==> config.mk <==
export PLATFORM = sky130hd
export DESIGN_NAME = pipe_stage_reg
export DESIGN_NICKNAME = d
export VERILOG_FILES = /design/src/rtl/pipe_pkg.sv /design/src/rtl/sat_counter.sv /design/src/rtl/pipe_stage_reg.sv
export SDC_FILE = /design/constraint.sdc
export NUM_CORES = 1
export LEC_CHECK = 0
export BUFFER_PORTS_ARGS = -buffer_cell sky130_fd_sc_hd__buf_2
export CORE_AREA = 2 2 129 131
export CTS_CLUSTER_SIZE = 30
export DETAILED_ROUTE_END_ITERATION = 7
export DIE_AREA = 0 0 131 133
export PLACE_DENSITY = 0.69
export SYNTH_ARGS = -nofsm -noshare
export SYNTH_HDL_FRONTEND = slang
export SYNTH_HIERARCHICAL = 1
export SYNTH_SLANG_ARGS = --single-unit
==> constraint.sdc <==
create_clock -name clk -period 3 [get_ports clk]
set_clock_uncertainty 0.05 [all_clocks]
set_input_delay 0.3 -clock clk [delete_from_list [all_inputs] [get_ports clk]]
set_output_delay 0.3 -clock clk [all_outputs]
set_load 0.1 [all_outputs]
==> src/rtl/pipe_pkg.sv <==
// Shared definitions for the MIPS pipeline stage registers and the hazard unit
// that drives their stall/flush controls.
package pipe_pkg;

  localparam logic [31:0] NOP_INSTR        = 32'h0000_0000;
  localparam logic [31:0] DEFAULT_RESET_PC = 32'h0000_3000;

  // Per-boundary control pair produced by the hazard unit.
  typedef struct packed {
    logic stall;
    logic flush;
  } stage_ctrl_t;

endpackage : pipe_pkg

==> src/rtl/sat_counter.sv <==
// Saturating up-counter with synchronous clear; used to count consecutive
// stall cycles on a pipeline boundary.
module sat_counter #(
  parameter int CNT_W = 8
) (
  input  logic             clk,
  input  logic             rst_n,
  input  logic             inc_i,
  input  logic             clr_i,
  output logic [CNT_W-1:0] cnt_o
);

  logic [CNT_W-1:0] cnt_q, cnt_d;

  // Clear wins over increment; the all-ones value is sticky until cleared.
  always_comb begin
    cnt_d = cnt_q;
    if (clr_i) begin
      cnt_d = '0;
    end else if (inc_i && (cnt_q != '1)) begin
      cnt_d = cnt_q + CNT_W'(1);
    end
  end

  always_ff @(posedge clk or negedge rst_n) begin
    if (!rst_n) begin
      cnt_q <= '0;
    end else begin
      cnt_q <= cnt_d;
    end
  end

  assign cnt_o = cnt_q;

endmodule : sat_counter

==> src/rtl/pipe_stage_reg.sv <==
// Inter-stage pipeline register (F/D, D/E, E/M, M/W) with stall hold,
// flush/bubble insertion and a saturating stall-cycle counter.
module pipe_stage_reg
  import pipe_pkg::*;
#(
  parameter int          DATA_W            = 32,
  parameter int          NUM_DATA          = 3,
  parameter int          FLAG_W            = 1,
  parameter logic [31:0] RESET_PC          = DEFAULT_RESET_PC,
  parameter bit          KEEP_PC_ON_BUBBLE = 1'b1,
  parameter int          CNT_W             = 8
) (
  input  logic                       clk,
  input  logic                       reset,
  input  logic                       stall,
  input  logic                       flush,
  input  logic                       in_valid,
  input  logic [31:0]                instr_in,
  input  logic [31:0]                pc_in,
  input  logic [NUM_DATA*DATA_W-1:0] data_in,
  input  logic [FLAG_W-1:0]          flag_in,
  output logic                       out_valid,
  output logic [31:0]                instr_out,
  output logic [31:0]                pc_out,
  output logic [NUM_DATA*DATA_W-1:0] data_out,
  output logic [FLAG_W-1:0]          flag_out,
  output logic [CNT_W-1:0]           hold_cnt
);

  localparam int LANES_W = NUM_DATA * DATA_W;

  stage_ctrl_t ctrl;
  logic        bubble;
  logic        load;
  logic        hold;

  logic               valid_q, valid_d;
  logic [31:0]        instr_q, instr_d;
  logic [31:0]        pc_q,    pc_d;
  logic [LANES_W-1:0] data_q,  data_d;
  logic [FLAG_W-1:0]  flag_q,  flag_d;

  assign ctrl = '{stall: stall, flush: flush};

  // Flush beats stall; an empty upstream slot on a load also becomes a bubble.
  assign bubble = ctrl.flush || (!ctrl.stall && !in_valid);
  assign hold   = ctrl.stall && !ctrl.flush;
  assign load   = !ctrl.flush && !ctrl.stall && in_valid;

  // NOTE: every always_comb output gets a default first so no latch is inferred.
  always_comb begin
    valid_d = valid_q;
    instr_d = instr_q;
    pc_d    = pc_q;
    data_d  = data_q;
    flag_d  = flag_q;
    if (bubble) begin
      valid_d = 1'b0;
      instr_d = NOP_INSTR;
      pc_d    = KEEP_PC_ON_BUBBLE ? pc_in : RESET_PC;
      data_d  = '0;
      flag_d  = '0;
    end else if (load) begin
      valid_d = 1'b1;
      instr_d = instr_in;
      pc_d    = pc_in;
      data_d  = data_in;
      flag_d  = flag_in;
    end
  end

  // NOTE: state flops use non-blocking assignments and reset asynchronously so
  // the stage clears immediately, even mid-stall or mid-flush.
  always_ff @(posedge clk or negedge reset) begin
    if (!reset) begin
      valid_q <= 1'b0;
      instr_q <= NOP_INSTR;
      pc_q    <= RESET_PC;
      data_q  <= '0;
      flag_q  <= '0;
    end else begin
      valid_q <= valid_d;
      instr_q <= instr_d;
      pc_q    <= pc_d;
      data_q  <= data_d;
      flag_q  <= flag_d;
    end
  end

  sat_counter #(
    .CNT_W (CNT_W)
  ) u_hold_cnt (
    .clk   (clk),
    .rst_n (reset),
    .inc_i (hold),
    .clr_i (!hold),
    .cnt_o (hold_cnt)
  );

  assign out_valid = valid_q;
  assign instr_out = instr_q;
  assign pc_out    = pc_q;
  assign data_out  = data_q;
  assign flag_out  = flag_q;

endmodule : pipe_stage_reg

# Word-level counts from Yosys, hierarchy flattened
# Index checks and enable logic that the tools add are counted.
dict set report word_totals {
  register_bits 170
  inputBits 166
  output_inout_bits 170
  wordCells 31
}
dict set report op_classes {
  addsub 1
  n_eq_ne 2
  muxes 12
  n_reduce_logical 10
}
# operator n
set ops {}
lappend ops {{96-bit two-way mux} 2}
lappend ops {{32-bit two-way mux} 4}
lappend ops {{8-bit two-way mux} 2}
lappend ops {{8-bit by 1-bit adder with 8-bit output, second input constant} 1}
lappend ops {{8-bit inequality test, second input constant} 1}
lappend ops {{1-bit logical AND} 5}
lappend ops {{1-bit two-way mux} 4}
lappend ops {{1-bit logical NOT} 3}
lappend ops {{2-bit inequality test, second input constant} 1}
lappend ops {{2-bit nonzero test} 1}
lappend ops {{1-bit logical OR} 1}

# Depth between registers and ports, before layout
dict set report logic_depth {
  ltp_word 5
  depth_mapped 8
  mapped_depth_nobuf 5
}

# Cells and area by module
# The synthesis kept the hierarchy.
# mod instances cells_per_inst area_per_inst_um2 seq_area_each_um2
set by_module_without_submodules {}
lappend by_module_without_submodules {pipe_stage_reg 1 375 6027.0 4056.4}
lappend by_module_without_submodules {sat_counter 1 49 464.2 200.2}

# Worst setup path after synthesis
# Ideal clock, no wire load.
dict set report synth_path {
  kind {flip-flop to flip-flop}
  from {reg u_hold_cnt.cnt_q[0] (netlist: u_hold_cnt/cnt_o[0])}
  to {reg u_hold_cnt.cnt_q[0] (netlist: u_hold_cnt/cnt_o[0])}
  setup_time_ns 0.125
  arrival_ns 2.010
  setup_slack_ns 0.815
  path_stages_with_launch 5
  period_less_slack_ns 2.185
  cell_sequence {dfrtp_1 -> ha_1 -> and4_2 -> a21boi_1 -> mux2_2}
}
dict set report synth_via {
  elab_chain_cells 3
}
# element line_no
set synth_rtl {}
lappend synth_rtl {{start: declaration} sat_counter.sv:13} ;# logic [CNT_W-1:0] cnt_q, cnt_d;
lappend synth_rtl {{start signal: assignment} sat_counter.sv:29} ;# cnt_q <= cnt_d;
lappend synth_rtl {{8-bit by 1-bit adder with 8-bit output / 8-bit inequality test (equally long branches)} {sat_counter.sv:21, sat_counter.sv:20}}
lappend synth_rtl {{8-bit two-way mux / 1-bit logical AND (equally long branches)} sat_counter.sv:20} ;# end else if (inc_i && (cnt_q != '1)) begin
lappend synth_rtl {{8-bit two-way mux / 2-bit inequality test (equally long branches)} --}
# Parallel ways exist; a longest one is shown, timed or not. The select of a mux whose other input is x is not followed.
# A chain may end at the register's enable or synchronous reset.

# Worst setup path after layout
# Ends and elaborated chain as after synthesis.

==> key figures <==
Placement
  • Placed cells: 939
  • Area after DPL: 8260 um^2
  • # port buffers: 335
  • Post-DP HPWL: 12.8 mm
  • Placer Congestion: 0.757
  • Pre-CTS WS: 1070 ps

Drt
  • # DRC: 0
  • Antenna viol nets, final: 0
  • DR pass1 iterations: 7
  • Routed len/inst: 19.0 um
  • Total wire length: 18.5 mm
  • Drt via density: 5.42
  • DRT iter0 DRCs: 215
  • Via Count: 5,278

Timing
  • Fin. Hold Viols: 0
  • Post-layout minimum cycle time: 1770 ps
  • Max Slew Vio Count: 0
  • Max Clk Rate: 0.566 GHz
  • Measured slew at the worst slew-check pin: 745 ps
  • RSZ-0062 raised after global routing: false
  • Slew headroom: 50.3%
  • Worst hold slack: 41.7 ps
  • Final Cycle Share: 58.8%
  • TNS Setup: 0 ps
  • Final setup violation count: 0
  • Final WS setup: 1230 ps

Worst hold path
  • Type of the worst min-delay path: in -> reg
  • WHS Path Cells: 2
  • Worst Hold Launch: flush
  • Min-Delay Endpoint: out_valid

Power
  • Max VDD drop: 411 uV
  • Total power: 6.04 mW
  • Leak: 4.60 nW
  • PwrDens: 679 nW/um^2

Clock tree
  • Clk pin slew, worst setup/hold paths: 70 ps
  • CTS buffer count: 17
  • Post-CTS Setup Repair Bufs: 0
  • CTS H-tree depth: 4
  • Clock Tree Buf Depth: 2
  • CTS resizes: 0
  • CTS Sinks: 170
  • CTS Hold Bufs: 1
  • CTS tree: yes
  • Clock root buffer: clkbuf_16
  • Worst skew pair latency: 420 ps

Floorplan
  • Die Footprint: 17,400 um^2
  • Die span in y: 133 um
  • Num rows: 47
  • Die X-Extent: 131 um
  • Ports: 336
  • Starting Density: 40.1%
  • Core area: 16,200 um^2

Critical path
  • Startpoint Class: flop
  • Worst reg2reg startpoint: u_hold_cnt/cnt_o[0]
  • Maximum fanout along the worst path: 7
  • Crit path capture type: flop
  • Worst-case reg-to-reg path depth: 4
  • Reg2reg setup slack: 1230 ps
  • Worst r2r dst: u_hold_cnt/cnt_o[0]
  • CP arrival: 2010 ps
  • CP required: 3250 ps
  • CP Class: reg -> reg

GRT
  • First-pass GRT wire length: 27.8 mm
  • Largest net degree at the start of global routing: 86
  • Remaining global-route overflow: 0
  • Initial antenna violation count: 2
  • Vias in the first global route: 5,444
  • GR Util All Layers: 20.7%

Yosys
  • Post-Syn Area: 6490 um^2
  • Mapped Nets: 591
  • Post-synth EDFFs: 0
  • Synth Flop Type: dfrtp_1
  • Ys Warns: 6
  • Sequential share of the synthesized area: 65.6%
  • Cells after Synth: 424
  • Post-Syn Area per Cell: 15.3 um^2
  • Register bit count reported by yosys: 170
  • Async SR Flop Fraction: 100%
  • Netlist cell types: 34

Finish
  • Final Cell Area: 8890 um^2
  • Layout cells sized above 1: 55.5%
  • Nets: 906
  • Layout Cells excl Fill: 973
  • Util after Layout: 55.0%
  • Area Growth Syn to Fin: 37.0%

Flow run
  • Max-cap violation count: 0

Outcome
  • Status: complete, no violations
[critical path, cell delays in order, from the launching register on]
cell	delay, ps
dfrtp_1	430
ha_1	300
and4_2	290
a21boi_1	220
mux2_2	360
[sequential cells by signal (all words and copies together) (netlist names)]
name,cells
out_valid,1
pc_out,32
u_hold_cnt/cnt_o,8
instr_out,32
data_out,96
flag_out,1
[layout by cell type, fill, tap and decap left out, types with 4 or more instances in the layout]
master / Yosys / routed
dfrtp_1: 168 / 168
mux2_2: 34 / 34
buf_4: 2 / 6
buf_2: 17 / 334
clkbuf_16: 0 / 17
nor3_1: 4 / 4
inv_6: 0 / 4
a32o_1: 129 / 129
[power breakdown]
| group | total, mW | internal (mW) | switching [mW] |
|---|---|---|---|
| logic | 1.28 | 0.248 | 1.03 |
| clock network | 2.31 | 1.36 | 0.952 |
| registers | 2.45 | 2.40 | 0.0532 |
| total | 6.04 | 4.00 | 2.04 |
[synthesized netlist by cell type (all sizes together), types with 2 or more instances]
library cell,instances,share of area (%)
a21oi,3,0.23
a32o,129,20
and4,2,0.29
buf,30,3.5
clkbuf,18,1.0
dfrtp,168,65
dfstp,2,0.81
inv,4,0.23
mux2,34,5.9
mux2i,2,0.31
nand2,2,0.12
nand2b,4,0.39
nand3,3,0.31
nor2,3,0.17
nor2b,4,0.42
nor3,4,0.31
[cell type report]
| class | instances | area (um^2) |
|---|---|---|
| fillers | 1373 | 7280 |
| flip-flops and latches | 170 | 4260 |
| multi-input cells | 202 | 1940 |
| repair buffers | 344 | 1780 |
| clock buffers | 18 | 439 |
| well taps | 220 | 275 |
| clock inverters | 14 | 184 |
| inverters | 4 | 20.0 |
| diodes | 1 | 2.50 |
[how the worst max path moves through the flow]
stage / cells past startpoint / from / end / slack [ps]
2_1_floorplan: 4 / u_hold_cnt/cnt_o[0] / u_hold_cnt/cnt_o[0] / 810
3_3_place_gp: 7 / flush / u_hold_cnt/cnt_o[2] / 1070
3_5_place_dp: 7 / flush / u_hold_cnt/cnt_o[2] / 1070
4_1_cts: 4 / u_hold_cnt/cnt_o[0] / u_hold_cnt/cnt_o[0] / 1240
5_1_grt: 4 / u_hold_cnt/cnt_o[0] / u_hold_cnt/cnt_o[0] / 1160
6_report: 4 / u_hold_cnt/cnt_o[0] / u_hold_cnt/cnt_o[0] / 1230
[kinds of logic after synthesis]
logic type	count (synthesis)	share of synthesized area, %
compound gates	138	20.8
buf+inv	52	4.72
flops	170	65.6
fa+ha+maj	1	0.193
simple gates	27	2.51
mux	36	6.21
[routing by layer]
| layer | share of wire (%) | vias up | global-route usage, % |
|---|---|---|---|
| met1 | 38 | 2618 | 22.8 |
| met4 | 2.4 | 2 | 7.98 |
| li1 | - | 2354 | - |
| met5 | 0.070 | - | 0 |
| met3 | 8.3 | 36 | 6.55 |
| met2 | 51 | 268 | 36.6 |
No activity file was read; power rests on OpenSTA's default activity.
